`src/rtl/bus_arb_mux.sv`:
```
// N-channel valid/ready arbiter feeding a single registered output stage.
// Channel choice is either direct (S) or round-robin starting after the last grant.
module bus_arb_mux #(
    parameter  int WIDTH = 8,
    parameter  int N     = 4,
    localparam int SW    = (N > 2) ? $clog2(N) : 1
) (
    input  logic               Clk,
    input  logic               Reset,
    input  logic [N*WIDTH-1:0] In,
    input  logic [N-1:0]       InValid,
    output logic [N-1:0]       InReady,
    input  logic               Mode,
    input  logic [SW-1:0]      S,
    output logic [WIDTH-1:0]   Out,
    output logic               OutValid,
    input  logic               OutReady,
    output logic [SW-1:0]      OutSel
);

    logic [WIDTH-1:0] r_out;
    logic [SW-1:0]    r_out_sel;
    logic             r_out_valid;
    logic [SW-1:0]    r_ptr;

    logic             w_load;
    logic             w_grant_vld;
    logic [SW-1:0]    w_grant_idx;
    logic [WIDTH-1:0] w_grant_data;
    logic             w_xfer;

    // Output register can accept a word when empty or being drained this cycle.
    assign w_load = !r_out_valid || OutReady;

    always_comb begin
        w_grant_vld = 1'b0;
        w_grant_idx = '0;
        if (Mode == 1'b0) begin
            if (int'(S) < N) begin
                w_grant_vld = InValid[S];
                w_grant_idx = S;
            end
        end else begin
            // Scan farthest-first so the nearest valid channel after r_ptr wins.
            for (int k = N; k >= 1; k--) begin
                if (InValid[(int'(r_ptr) + k) % N]) begin
                    w_grant_vld = 1'b1;
                    w_grant_idx = SW'((int'(r_ptr) + k) % N);
                end
            end
        end
    end

    always_comb begin
        w_grant_data = '0;
        for (int i = 0; i < N; i++) begin
            if (w_grant_idx == SW'(i)) begin
                w_grant_data = In[i*WIDTH +: WIDTH];
            end
        end
    end

    assign w_xfer = !Reset && w_load && w_grant_vld;

    always_comb begin
        InReady = '0;
        for (int i = 0; i < N; i++) begin
            InReady[i] = w_xfer && (w_grant_idx == SW'(i));
        end
    end

    always_ff @(posedge Clk) begin
        if (Reset) begin
            r_out       <= '0;
            r_out_sel   <= '0;
            r_out_valid <= 1'b0;
            r_ptr       <= SW'(N - 1);
        end else if (w_load) begin
            if (w_grant_vld) begin
                r_out       <= w_grant_data;
                r_out_sel   <= w_grant_idx;
                r_out_valid <= 1'b1;
                if (Mode) begin
                    r_ptr <= w_grant_idx;
                end
            end else begin
                r_out_valid <= 1'b0;
            end
        end
    end

    assign Out      = r_out;
    assign OutSel   = r_out_sel;
    assign OutValid = r_out_valid;

endmodule
```
`config.mk`:
```
export PLATFORM = sky130hd
export DESIGN_NAME = bus_arb_mux
export DESIGN_NICKNAME = d
export VERILOG_FILES = /design/src/rtl/bus_arb_mux.sv
export SDC_FILE = /design/constraint.sdc
export NUM_CORES = 1
export LEC_CHECK = 0
export BUFFER_PORTS_ARGS = -buffer_cell sky130_fd_sc_hd__buf_2
export CAP_MARGIN = 25
export CORE_MARGIN = 2
export CORE_UTILIZATION = 48
export CTS_BUF_LIST = sky130_fd_sc_hd__clkbuf_2
export CTS_CLUSTER_DIAMETER = 150
export DETAILED_ROUTE_END_ITERATION = 16
export MAX_ROUTING_LAYER = met4
export PLACE_DENSITY = 0.88
export SLEW_MARGIN = 20
export SYNTH_ARGS = -nofsm -noshare
export SYNTH_HDL_FRONTEND = slang
export SYNTH_SLANG_ARGS = --single-unit
```
`constraint.sdc`:
```
create_clock -name Clk -period 3.26 [get_ports Clk]
set_input_delay 0.163 -clock Clk [delete_from_list [all_inputs] [get_ports Clk]]
set_output_delay 0.163 -clock Clk [all_outputs]
set_load 0.05 [all_outputs]
```
==> metrics.md <==
| Metric | Value |
|---|---|
| LEAKAGE | 0.6221 nW |
| TritonCTS clock tree | built |
| Hold Startpoint | OutReady |
| FP Rows | 16 |
| Final Critical Period | 2219 ps |
| Initial Util | 0.4961 |
| Maxcap violations | 0 |
| Wire length per cell | 12.40 um |
| Residual DRC | 0 |
| # H-tree levels | 1 |
| Via count | 1004 |
| Cell count after synthesis | 105 |
| Num ports | 57 |
| CP Data Required Time | 3100 ps |
| Hold Path Sink | OutValid$_SDFFE_PP0N_ |
| GRT Resource Usage Total | 0.2131 |
| Worst slew pin tran | 575.5 ps |
| Initial antenna violation count | 0 |
| GP Congestion | 0.7815 |
| Vias in the first global route | 958 |
| Final hold slack | 174.0 ps |
| Root Buffer | clkbuf_2 |
| First-pass GRT wire length | 3912 um |
| Async SR Flop Fraction | 0 |
| Most frequent cells after synthesis | mux2i_1 (16), dfxtp_1 (13), nand2_1 (7), nor2_1 (7) |
| Routed vias/inst | 5.369 |
| DIE AREA | 2359 um^2 |
| Clk_lat worst skew | 260 ps |
| Distinct cells, synth | 36 |
| 1st-iter DRT viols | 17 |
| Relative slew slack | 0.6163 |
| Number of synthesized register bits | 13 |
| VDD IR max | 262.5 uV |
| Cells taking the most area after synthesis | dfxtp_1 (27%), mux2i_1 (17%), a221oi_1 (5.5%) |
| Die width | 48.57 um |
| Fmax | 0.4506 GHz |
| Setup TNS Final | 0 ps |
| Hold Path Stages | 3 |
| Run status | completed |
| Worst reg2reg startpoint | r_ptr[1]$_SDFFE_PP1P_ |
| GRT overflow | 0 |
| Final Power | 0.5164 mW |
| Skew final | 4.259 ps |
| Post-DP HPWL | 1866 um |
| Reg clk slew, reported paths | 130 ps |
| R2r worst-path depth | 7 |
| TritonRoute pass-1 iters | 4 |
| Postcts setup bufs | 0 |
| Worst path arrival time | 2060 ps |
| PwrDens | 412.7 nW/um^2 |
| Final Setup Violations | 0 |
| CP Launch Type | flip-flop |
| PostCTS Resize Cnt | 0 |
| Placed cell areas | 1231 um^2 |
| Final Hold Fails | 0 |
| Cell area after layout | 1251 um^2 |
| Layout cell share with drive strength beyond 1 | 0.4500 |
| Sink Count | 13 |
| Crit path max fanout | 11 |
| Area Growth Syn to Fin | 31.23% |
| Post-DRT Antenna Nets | 0 |
| Hold_buf cts | 0 |
| Kind of critical path | reg -> out |
| Buffers added on ports | 56 |
| TritonCTS buffer count | 3 |
| Worst r2r dst | Out[3]$_SDFFE_PP0P_ |
| Number of diodes | 0 |
| Syn nets | 147 |
| Syn Area/Cell | 9.080 um^2 |
| Crit. End Element | primary output |
| Sequential area share after synthesis | 0.2730 |
| HP Class | in -> reg |
| Drt total wl | 2318 um |
| FF-to-FF setup slack | 1260 ps |
| Largest net degree at the start of global routing | 19 |
| Area fraction of the dominant cell type after synthesis | 0.2730 |
| Final cycle utilization of the critical path | 0.6807 |
| Synth Cell Area | 953.4 um^2 |
| Post-synth EDFFs | 0 |
| Max-slew violations | 0 |
| Final nets | 203 |
| Cell with the most instances after synthesis | mux2i_1 |
| Total core area | 1922 um^2 |
| Max clock buf depth | 2 |
| RSZ-0062 raised after global routing | no |
| Synth warnings | 0 |
| Most used DFF post-synth | dfxtp_1 |
| Most area-hungry cell type in the Yosys netlist | dfxtp_1 |
| Die Ht | 48.57 um |
==> layout make-up <==
| cell class | instances | area [um^2] |
|---|---|---|
| Tap cell | 27 | 33.78 |
| Timing Repair Buffer | 57 | 287.8 |
| Sequential cell | 13 | 260.3 |
| Fill cell | 169 | 670.6 |
| Multi-Input combinational cell | 83 | 636.9 |
| Inverter | 3 | 12.51 |
| Clock buffer | 4 | 20.02 |
==> registers in the layout, indices dropped and copies added, names as in the netlist <==
signal,count
Out,8
OutSel,2
r_ptr,2
OutValid,1
==> worst max-delay path by stage <==
stage,from,endpoint,slack (ps)
finish,r_ptr[1]$_SDFFE_PP1P_,InReady[0],1040
detailed placement,S[0],InReady[1],1120
global placement,S[0],InReady[0],1170
global route,r_ptr[1]$_SDFFE_PP1P_,InReady[0],790
floorplan,InValid[1],InReady[0],370
CTS,r_ptr[1]$_SDFFE_PP1P_,InReady[0],1020
==> routing by layer <==
layer	track usage	up-vias	wire length [um]
li1	-	509	-
met1	0.2456	437	1012
met2	0.3704	56	1096
met3	0.02778	2	193
met4	0.09524	0	16
met5	-	-	0
==> worst max-delay path: stages (launching register included) <==
cell and delay (ps):
dfxtp_1 480, nand2_1 80, nor3_1 140, a31oi_1 80, o22ai_2 450, nor4b_1 270, buf_2 310
==> metrics by stage <==
stage               setup WS, ps  cells    util
finish                      1041    187  0.6510
global route               788.6    187  0.6510
CTS                         1019    187  0.6510
detailed placement          1123    183  0.6406
global placement            1168    183  0.6406
floorplan                  365.5    105       -
==> cell families after synthesis <==
group | count (synthesis) | share of synthesized area
AOI/OAI and AO/OA | 28 | 0.2402
buffers and inverters | 9 | 0.06561
DFF | 13 | 0.2730
muxes | 19 | 0.2152
and+or+nand+nor | 36 | 0.2061
==> layout by cell type, fill, tap and decap left out <==
cell	n
nor4_1	2
nor3b_1	1
nor3_1	4
nand2_1	7
or3b_4	1
nor2_2	1
a21o_1	1
o21bai_1	6
nor4b_1	1
buf_4	1
mux2i_1	16
dfxtp_1	13
or3_1	1
nor2b_1	3
a221oi_1	6
o32ai_2	1
or2_1	1
a31oi_1	1
o21ai_0	1
nand2b_1	5
o22ai_2	1
nor2_1	7
nor2b_2	1
mux2_2	2
o221ai_4	1
inv_1	2
nand2_2	1
a2111oi_0	1
a21oi_1	5
mux4_2	1
clkbuf_2	4
a211o_1	1
o31a_1	1
o22ai_1	2
clkinv_2	1
buf_2	56
==> where the power goes <==
part	leakage, nW	total, mW	internal (mW)	switching, mW
sequential	0.108	0.190	0.179	0.0118
clock	0.0166	0.0826	0.0326	0.0500
combinational	0.497	0.243	0.0882	0.155
total	0.622	0.516	0.299	0.217
Note: power is estimated with default switching activity, not from simulation.
